## config.mk

```make
export PLATFORM = sky130hd
export DESIGN_NAME = banked_addr_decoder
export DESIGN_NICKNAME = d
export VERILOG_FILES = /design/src/rtl/banked_addr_decoder.sv
export SDC_FILE = /design/constraint.sdc
export NUM_CORES = 1
export LEC_CHECK = 0
export BUFFER_PORTS_ARGS = -buffer_cell sky130_fd_sc_hd__buf_2
export CAP_MARGIN = 5
export CELL_PAD_IN_SITES_DETAIL_PLACEMENT = 1
export CELL_PAD_IN_SITES_GLOBAL_PLACEMENT = 1
export CORE_MARGIN = 10
export CORE_UTILIZATION = 32
export DETAILED_ROUTE_END_ITERATION = 12
export PLACE_DENSITY = 0.77
export RECOVER_POWER = 100
export SLEW_MARGIN = 0
export SYNTH_ARGS = -nofsm -noshare
export SYNTH_HDL_FRONTEND = slang
export SYNTH_SLANG_ARGS = --single-unit
```

## constraint.sdc

```tcl
create_clock -name clk -period 1.5 [get_ports clk]
set_clock_uncertainty 0.1 [all_clocks]
set_input_delay 0.3 -clock clk [delete_from_list [all_inputs] [get_ports clk]]
set_output_delay 0.3 -clock clk [all_outputs]
set_load 0.1 [all_outputs]
```

## src/rtl/banked_addr_decoder.sv

```systemverilog
// -----------------------------------------------------------------------------
// banked_addr_decoder
//
// Decodes a 20-bit CPU address into one of five memory targets and runs the
// handshake for each access. Addresses 00000-BFFFF and C0000-CFFFF go to ROM,
// as does the reset-vector page FFFF0-FFFFF. Up to NUM_WIN 64 KB windows in the
// 00000-BFFFF range are remapped through I/O-written bank registers, so a wider
// ROM (BANK_BITS+16 address bits) can be reached. The remaining ranges select
// pf_vram, ram, eeprom or buffer and complete after WAIT_STATES extra cycles.
//
// Ports
//   clk        : system clock, single clock domain
//   reset_n    : asynchronous active-low reset
//   bank_mask  : board config; set bits come from the bank register,
//                clear bits come from A[19:16]
//   io_wr      : single-cycle bank register write strobe
//   io_addr    : I/O address of the write (bank k at BANK_IO_BASE+k)
//   io_data    : write data, low BANK_BITS bits are stored
//   cpu_addr   : CPU address A[19:0]
//   cpu_req    : level memory request
//   cpu_ready  : one-cycle completion pulse
//   rom_req    : ROM fetch request, held until rom_ack is sampled high
//   rom_addr   : ROM address, stable while rom_req is high
//   rom_ack    : ROM fetch acknowledge
//   sel        : registered one-hot {buffer, eeprom, ram, pf_vram, rom}
// -----------------------------------------------------------------------------
module banked_addr_decoder #(
    parameter int         NUM_WIN      = 2,
    parameter logic [3:0] WIN_BASE     = 4'hA,
    parameter int         BANK_BITS    = 4,
    parameter int         WAIT_STATES  = 1,
    parameter logic [7:0] BANK_IO_BASE = 8'h20
) (
    input  logic                  clk,
    input  logic                  reset_n,
    input  logic [BANK_BITS-1:0]  bank_mask,
    input  logic                  io_wr,
    input  logic [7:0]            io_addr,
    input  logic [7:0]            io_data,
    input  logic [19:0]           cpu_addr,
    input  logic                  cpu_req,
    output logic                  cpu_ready,
    output logic                  rom_req,
    output logic [BANK_BITS+15:0] rom_addr,
    input  logic                  rom_ack,
    output logic [4:0]            sel
);

    localparam int RA_W = BANK_BITS + 16;

    // Last value of the wait counter before leaving WAIT. With no wait
    // states the WAIT state is never entered, so the value is irrelevant.
    localparam logic [2:0] WAIT_LAST = (WAIT_STATES > 0) ? 3'(WAIT_STATES - 1) : 3'd0;

    // One-hot positions inside sel
    localparam int SEL_ROM     = 0;
    localparam int SEL_PF_VRAM = 1;
    localparam int SEL_RAM     = 2;
    localparam int SEL_EEPROM  = 3;
    localparam int SEL_BUFFER  = 4;

    typedef enum logic [2:0] {
        S_IDLE,
        S_ROM,
        S_WAIT,
        S_DONE,
        S_RELEASE
    } state_t;

    state_t               r_state;
    state_t               w_next;
    logic [BANK_BITS-1:0] r_bank [NUM_WIN];
    logic [4:0]           r_sel;
    logic [RA_W-1:0]      r_rom_addr;
    logic [2:0]           r_wait_cnt;

    logic [4:0]           w_dec_sel;
    logic [RA_W-1:0]      w_dec_addr;
    logic                 w_dec_rom;
    logic                 w_accept;
    logic [3:0]           w_nib;
    logic [15:0]          w_off;
    logic [BANK_BITS-1:0] w_nib_ext;
    logic                 w_unused_io;

    assign w_nib     = cpu_addr[19:16];
    assign w_off     = cpu_addr[15:0];
    assign w_nib_ext = BANK_BITS'(w_nib);
    assign w_accept  = (r_state == S_IDLE) && cpu_req;

    // Upper io_data bits are only meaningful for wider bank registers.
    assign w_unused_io = ^io_data;

    // Bank registers accept writes in every state. Because the load happens
    // on the same edge that latches a decode, an access accepted in the write
    // cycle still sees the old bank value.
    always_ff @(posedge clk or negedge reset_n) begin
        if (!reset_n) begin
            for (int k = 0; k < NUM_WIN; k++) begin
                r_bank[k] <= '0;
            end
        end else if (io_wr) begin
            for (int k = 0; k < NUM_WIN; k++) begin
                if (io_addr == 8'(BANK_IO_BASE + k)) begin
                    r_bank[k] <= io_data[BANK_BITS-1:0];
                end
            end
        end
    end

    // Address decode. Inside a bank window each high ROM address bit comes
    // either from the bank register or from the CPU nibble, chosen by
    // bank_mask; this lets boards with smaller ROMs leave some bits fixed.
    always_comb begin
        w_dec_sel  = 5'b00000;
        w_dec_addr = '0;
        w_dec_rom  = 1'b0;
        case (w_nib)
            4'hC: begin
                w_dec_sel[SEL_ROM] = 1'b1;
                w_dec_rom          = 1'b1;
                w_dec_addr         = RA_W'(w_off);
            end
            4'hD: begin
                w_dec_sel[SEL_PF_VRAM] = 1'b1;
            end
            4'hE: begin
                w_dec_sel[SEL_RAM] = 1'b1;
            end
            4'hF: begin
                if (w_off[15:14] == 2'b00) begin
                    w_dec_sel[SEL_EEPROM] = 1'b1;
                end else if (w_off[15:13] == 3'b100) begin
                    w_dec_sel[SEL_BUFFER] = 1'b1;
                end else if (w_off[15:4] == 12'hFFF) begin
                    // Reset vectors map to the top of the first 512 KB of ROM
                    w_dec_sel[SEL_ROM] = 1'b1;
                    w_dec_rom          = 1'b1;
                    w_dec_addr         = RA_W'({16'h7FFF, w_off[3:0]});
                end
            end
            default: begin
                w_dec_sel[SEL_ROM] = 1'b1;
                w_dec_rom          = 1'b1;
                w_dec_addr         = RA_W'(cpu_addr);
                for (int k = 0; k < NUM_WIN; k++) begin
                    if (w_nib == 4'(WIN_BASE + k)) begin
                        w_dec_addr = {(r_bank[k] & bank_mask) | (w_nib_ext & ~bank_mask), w_off};
                    end
                end
            end
        endcase
    end

    always_ff @(posedge clk or negedge reset_n) begin
        if (!reset_n) begin
            r_state <= S_IDLE;
        end else begin
            r_state <= w_next;
        end
    end

    // Next state and handshake outputs. RELEASE waits for cpu_req to drop so a
    // request held high is served once rather than repeatedly.
    always_comb begin
        w_next    = r_state;
        rom_req   = 1'b0;
        cpu_ready = 1'b0;
        case (r_state)
            S_IDLE: begin
                if (cpu_req) begin
                    if (w_dec_rom) begin
                        w_next = S_ROM;
                    end else if (WAIT_STATES == 0) begin
                        w_next = S_DONE;
                    end else begin
                        w_next = S_WAIT;
                    end
                end
            end
            S_ROM: begin
                rom_req = 1'b1;
                if (rom_ack) begin
                    w_next = S_DONE;
                end
            end
            S_WAIT: begin
                if (r_wait_cnt == WAIT_LAST) begin
                    w_next = S_DONE;
                end
            end
            S_DONE: begin
                cpu_ready = 1'b1;
                w_next    = S_RELEASE;
            end
            S_RELEASE: begin
                if (!cpu_req) begin
                    w_next = S_IDLE;
                end
            end
            default: begin
                w_next = S_IDLE;
            end
        endcase
    end

    // Decode results are captured once at accept time so rom_addr and sel
    // stay stable for the whole access even if cpu_addr or a bank changes.
    always_ff @(posedge clk or negedge reset_n) begin
        if (!reset_n) begin
            r_sel      <= '0;
            r_rom_addr <= '0;
            r_wait_cnt <= '0;
        end else if (w_accept) begin
            r_sel      <= w_dec_sel;
            r_rom_addr <= w_dec_addr;
            r_wait_cnt <= '0;
        end else begin
            if (r_state == S_DONE) begin
                r_sel <= '0;
            end
            if (r_state == S_WAIT) begin
                r_wait_cnt <= r_wait_cnt + 3'd1;
            end
        end
    end

    assign sel      = r_sel;
    assign rom_addr = r_rom_addr;

endmodule

```

* Yosys cells after proc, flatten, opt, wreduce, memory -nomap -nowiden
Index checks and enable logic that the tools add are counted.
Word-level totals: latch bits 0, bits in writable memories 0, memories 0, input port bits 45, register bits 39, ROM bits 0
Operators by class: $lt $le $gt $ge 0, equal/unequal tests 18, reductions and logical operators 10, bitwise operators 6, mux-type cells 28, $mul 0, div/mod/pow operators 0, shift-type cells 0, $add $sub $neg 1
Operators by type and width (count):
- $pmux W20 S3 | 1
- $mux W19 | 3
- $mux W20 | 2
- $eq A4 B4 Y1 const B | 6
- $mux W3 | 6
- $eq A8 B6 Y1 const B | 2
- $pmux W3 S5 | 1
- $and A4 B4 Y4 | 3
- $eq A12 B12 Y1 const B | 1
- $mux W1 | 10
- $mux W5 | 2
- $ne A2 B2 Y1 const B | 4
- $or A4 B4 Y4 | 2
- $eq A3 B2 Y1 const B | 2
- $eq A3 B3 Y1 const B | 2
- $logic_not A3 Y1 | 2
- $mux W2 | 2
- $not A4 Y4 | 1
- $reduce_and A2 Y1 | 2
- $reduce_and A4 Y1 | 1
- $reduce_bool A2 Y1 | 2
- $add A3 B1 Y3 const B | 1
- $eq A3 B1 Y1 const B | 1
- $logic_not A2 Y1 | 1
- other kinds (3) | 3

* Depth between registers and ports, before layout
Gate-level depths: netlist of run 1.
depth in word-level cells 8, mapped depth 6, mapped depth without buffers 4

* Worst setup path after synthesis of run 1
OpenSTA, ideal clock, no wires.
kind reg-to-output, start point register r_state[0], end point output port rom_req, cell stages (with the launch flop) 3, buffers on the path 0, data required time 1.100 ns, setup slack -0.881 ns, data arrival time 1.981 ns, path through dfrtp_1 -> nor2b_1 -> nor2b_1
On the way: word-level cells in the longest chain between the ends 2
RTL lines:
- start: declaration | line 70 | state_t r_state;
- start signal: assignment | line 159 | r_state <= w_next;
- $eq A3 B1 Y1 | line 169 | case (r_state)
- $mux W1 | line 169
- end: declaration | line 43 | output logic rom_req,
No other way between the ends.

* Worst setup path in the final report of run 1
start point register r_state[0], end point output port cpu_ready
On the way: word-level cells in the longest chain between the ends 2
RTL lines:
- $eq A3 B2 Y1 | line 169
- $mux W1 | line 169
- end: declaration | line 42 | output logic cpu_ready,
No other way between the ends.

==> impl_metrics.toml, run 1 <==
[run_status]
status = "finished, violations left"
violations = "negative setup slack"

[clocking]
root_buffer = "clkbuf_8"
cts_tree = "done"
clkTransAtPathRegs_ns = 0.08
numCtsBuffers = 5
htree_levels = 2
insertion_delay_ns = 0.29
clock_path_buffers = 2
cts_sinks = 39

[sta]
setup_violations = 23
hold_viol = 0
period_share_pct = 115
fmax_ghz = 0.580
slew_violations = 0
worst_slack_ns = -0.224
relSlewSlack_pct = 62.2
tightest_slew_ns = 0.563
setup_tns_ns = -2.12
post-route-min-period_ns = 1.72
rsz0062_at_grt = "true"

[worst_setup_path]
worstSetupEndpointType = "output pin"
path_class = "reg -> out"
required_ns = 1.10
critPathMaxFanout = 3
cp.arrival_ns = 1.32
startpoint_type = "register"

[place]
post-place-ws_ns = -0.227
io_buffer_count = 67
gp_congestion = 0.787
dp_hpwl_um = 4310

[finish]
syn2layout_area_growth_pct = 68.4
fill_cells = 603
fin_util_pct = 55.6
drive_gt1_share_pct = 55.7
fin_nets = 329
diodes = 0

[global_routing]
grt_max_degree = 40
grt_antenna_before_repair = 0
grt_pass1_vias = 1987
grt_first_pass_wirelength_um = 9850
grtUsageTotal_pct = 13.7
grt_overflow_total = 0

[hold_path]
hold_path.class = "in -> reg"

[synth]
synth_top_family_by_area = "simple AND/OR/NAND/NOR gates"
yosys-top-cells-area = "dfrtp_1 54%, nand2_1 5.4%, nor2_1 4.3%"
synth_xor_area_share_pct = 0
seq_area_frac_synth_pct = 53.7
synth_edf_count = 0
ys.warnings.count = 0
avgSynthCellArea_um2 = 9.83
synth.distinct_cells = 33
yosys.area_share.simple_pct = 20.4
synth_compound_area_share_pct = 12.9
ys.flop_type = "dfrtp_1"
synth_area_leader_cell = "dfrtp_1"
ys_ff_latch = 39
ys_top_cells_by_count = "39 x dfrtp_1, 26 x nand2_1, 21 x nor2_1, 14 x a21oi_1, 12 x o21ai_0"
synth_fa_ha_area_share_pct = 1.38
netlist_area_mm2 = 0.00182
synth.area.mux_share_pct = 7.50
synth_cells = 185
yosysMostFrequentCell = "dfrtp_1"
synth_top_area_share_pct = 53.7
async_flop_share_pct = 100
synth.net_count = 232

[route]
drtIter0Drc = 40
drtAntennaViolNets = 0
routedWlPerCell_um = 17.4
wirelength_um = 6180
vias_per_cell = 4.88
drt_first_pass_iters = 4
route.detailed.drc = 0
num_vias = 1728

[pwr]
power.density_mw_per_mm2 = 2510
p_leak_uw = 0.00146
p_total_uw = 7690
vdd_drop_max_mv = 1.75

[floorplan]
start_util_pct = 33.0
die_w_um = 95.4
design.die.area_mm2 = 0.00910
coreArea_mm2 = 0.00551
pin_count = 72
die_h_um = 95.4
row_count = 27

[job]
drv_cap = 0
-- state kept, by name, summed over array words and instances (netlist names) --
| signal | count |
|---|---|
| r_bank | 8 |
| r_wait_cnt | 3 |
| sel | 5 |
| r_state | 3 |
| rom_addr | 20 |
-- layer usage --
layer	vias to the layer above	part of all wire, %	wire (um)	global-route usage (%)
li1	838	-	-	-
met1	838	41	2520	15.9
met3	9	6.9	425	5.50
met5	-	0	0	0
met4	0	1.4	89	4.18
met2	43	51	3140	22.7
-- logic make-up after synthesis --
family,Yosys count
muxes,11
adders and majority gates,2
buffers and inverters,16
AOI/OAI and AO/OA,39
DFF,39
and+or+nand+nor,78
-- worst max-delay path, cell delays in order, from the launching register on --
cell	delay (ns)
dfrtp_1	0.40
buf_6	0.13
nor2b_4	0.13
nand2_2	0.11
clkinvlp_4	0.11
buf_12	0.17
-- report_power, final --
part,switching (uW),leakage [uW],internal [uW]
Clock,356,0.0000470,361
Sequential,355,0.000487,1420
Combinational,3460,0.000923,1730
-- cells in the final DEF, fill, tap and decap left out, types with 3 or more instances in the layout --
master and count:
clkbuf_4 13, clkbuf_8 6, nor2_4 10, nor2_1 6, a21oi_2 14, nand2_1 21
nand2b_1 4, o21ai_1 4, nand4_1 5, mux2_4 4, inv_1 6, nand3b_1 3
dfrtp_1 39, nor2_2 5, buf_4 21, mux2_2 5, buf_6 7, buf_12 15
nand2_2 3, o21ai_0 6, nand3_1 10, buf_2 40
-- repair_timing --
| action | 4_1_cts | 5_1_grt |
|---|---|---|
| hold buffers | 1 | 0 |
| endpoints found under the hold margin | 39 | 0 |
| cloned | 2 | 0 |
| buffers inserted | 7 | 3 |
| gates resized for setup | 16 | 64 |
| setup endpoints to repair | 20 | 43 |
| pin swaps | 2 | 7 |
-- through the flow --
| stage | std cells | instance area, um^2 | hold slack (ns) |
|---|---|---|---|
| 2_1_floorplan | 185 | 1850 | -0.0956 |
| 3_3_place_gp | 336 | 2600 | 0.294 |
| 3_5_place_dp | 336 | 2600 | 0.291 |
| 4_1_cts | 353 | 2850 | 0.133 |
| 5_1_grt | 354 | 3060 | 0.136 |
| 6_report | 354 | 3060 | 0.140 |
-- worst paths after layout --
kind                            slack, ns         from  cells after the start             to
worst min register to register       0.39  rom_addr[3]                      2    rom_addr[3]
min in group asynchronous            0.53      reset_n                      3  r_wait_cnt[2]
worst max-delay path                -0.22   r_state[0]                      5      cpu_ready
worst min-delay path                 0.14  cpu_addr[2]                      3    rom_addr[2]
max in group asynchronous            0.39      reset_n                      3      r_bank[2]
worst max register to register      -0.14   r_state[2]                      7   rom_addr[18]
-- layout make-up --
class	instances	area (um^2)	share of cell area, %
Multi-Input combinational cell	130	978	32.0
Sequential cell	39	976	31.9
Timing Repair Buffer	99	900	29.4
Tap cell	72	90.1	2.94
Clock buffer	6	82.6	2.70
Inverter	7	30.0	0.981
Clock inverter	1	5.00	0.163
No activity file was read; power rests on OpenSTA's default activity.
==> inputs of run 2 (changes only) <==
--- a/config.mk
+++ b/config.mk
@@ -7,12 +7,13 @@
 export LEC_CHECK = 0
 export BUFFER_PORTS_ARGS = -buffer_cell sky130_fd_sc_hd__buf_2
 export CAP_MARGIN = 5
-export CELL_PAD_IN_SITES_DETAIL_PLACEMENT = 1
-export CELL_PAD_IN_SITES_GLOBAL_PLACEMENT = 1
+export CELL_PAD_IN_SITES_DETAIL_PLACEMENT = 0
+export CELL_PAD_IN_SITES_GLOBAL_PLACEMENT = 2
 export CORE_MARGIN = 10
-export CORE_UTILIZATION = 32
+export CORE_UTILIZATION = 25
 export DETAILED_ROUTE_END_ITERATION = 12
-export PLACE_DENSITY = 0.77
+export GPL_ROUTABILITY_DRIVEN = 1
+export PLACE_DENSITY = 0.76
 export RECOVER_POWER = 100
 export SLEW_MARGIN = 0
 export SYNTH_ARGS = -nofsm -noshare
==> impl_metrics.toml, run 2 (synthesized netlist as in run 1, its figures left out) <==
[worst_setup_path]
critPathMaxFanout = 3
r2r-start = "r_state[0]"
cp.arrival_ns = 1.29
startpoint_type = "register"
r2r_slack_ns = -0.16
startpoint = "r_state[2]"
path_class = "reg -> out"
required_ns = 1.10
worstSetupEndpointType = "output pin"

[clocking]
clock_path_buffers = 2
cts_sinks = 39
root_buffer = "clkbuf_8"
cts_tree = "done"
htree_levels = 2
clkTransAtPathRegs_ns = 0.07
numCtsBuffers = 5
insertion_delay_ns = 0.29

[route]
num_vias = 1750
drtIter0Drc = 60
drt_first_pass_iters = 4
wl_met3_um = 349
drtAntennaViolNets = 0
vias_per_cell = 4.44
wirelength_um = 5740
routedWlPerCell_um = 14.6
top_layer_used = "met4"
route.detailed.drc = 0
m1WireLength_um = 2510
wl_met2_um = 2860

[run_status]
status = "finished, violations left"
violations = "negative setup slack"

[place]
gp_congestion = 0.801
dp_cells = 371
io_buffer_count = 67
dp_hpwl_um = 4300

[finish]
layout_commonest_cell = "buf_2"
final_cell_mix = "43 x buf_2, 39 x dfrtp_1, 28 x buf_4, 25 x nand2_1, 21 x clkbuf_4"
instances_no_fill = 394
largest_reg_flops = 20
drive_gt1_share_pct = 48.8
fin_nets = 341
diodes = 0
syn2layout_area_growth_pct = 62.8
fin_util_pct = 41.2
fill_cells = 739

[floorplan]
design.die.area_mm2 = 0.0111
pin_count = 72
die_h_um = 105
die_w_um = 105
start_util_pct = 25.3
coreArea_mm2 = 0.00718
row_count = 31

[sta]
worst_slack_ns = -0.192
setup_tns_ns = -2.87
fmax_ghz = 0.591
slew_violations = 0
post-route-min-period_ns = 1.69
relSlewSlack_pct = 41.3
period_share_pct = 113
hold_viol = 0
tightest_slew_ns = 0.880
setup_violations = 29
timing.hold.ws_ns = 0.145
rsz0062_at_grt = "true"

[global_routing]
grt_antenna_before_repair = 0
grtUsageTotal_pct = 10.2
grt_max_degree = 26
grt_first_pass_wirelength_um = 9450
grt_pass1_vias = 1924
grt_overflow_total = 0

[pwr]
p_leak_uw = 0.00145
vdd_drop_max_mv = 0.489
power.density_mw_per_mm2 = 2430

[job]
drv_cap = 0

[hold_path]
hold_path.class = "in -> reg"
hp-start = "cpu_addr[0]"
-- run 2: layer usage --
metal  global-route usage [%]  vias up
met1                     11.9      845
met4                     2.65        0
li1                         -      858
met3                     3.96        2
met5                        0        -
met2                     17.2       45
-- run 2: path summary, 6_finish.rpt --
check	end	depth (start not counted)
max in group asynchronous	rom_addr[14]	3
min in group asynchronous	rom_addr[18]	2
worst max-delay path	rom_req	4
worst min-delay path	rom_addr[0]	3
worst max register to register	rom_addr[14]	7
worst min register to register	rom_addr[19]	1
-- run 2: report_power, final --
| part | internal [uW] | switching (uW) | leakage [uW] |
|---|---|---|---|
| sequential | 1420 | 217 | 0.000487 |
| combinational | 1410 | 3370 | 0.000910 |
| clock | 419 | 342 | 0.0000515 |
-- run 2: layout make-up --
| type | count | area (um^2) | share of cell area, % |
|---|---|---|---|
| multi-input cells | 130 | 872 | 29.5 |
| flip-flops and latches | 39 | 976 | 33.0 |
| well taps | 99 | 124 | 4.19 |
| inverters | 7 | 30.0 | 1.01 |
| repair buffers | 111 | 857 | 29.0 |
| clock buffers | 8 | 100 | 3.38 |
-- run 2: per-stage QoR --
step                cell area (um^2)  setup slack, ns  power, uW
finish                          2960           -0.192       7180
global route                    2960           -0.241       7530
detailed placement              2730           -0.195       6280
CTS                             3000           -0.200       7380
floorplan                       1850          -0.0156       4750
global placement                2730           -0.162       6250
-- run 2: critical path, stage by stage (launching register included) --
cell and delay, ns:
dfrtp_1 0.38, buf_6 0.13, nor2b_4 0.13, nor2b_4 0.19
buf_12 0.18
-- run 2: timing repair --
action | CTS | global route
pin swaps | 5 | 7
buffers inserted | 7 | 5
cloned | 1 | 1
setup endpoints to repair | 19 | 36
hold buffers | 1 | 0
gates resized for setup | 19 | 23
endpoints found under the hold margin | 14 | 0
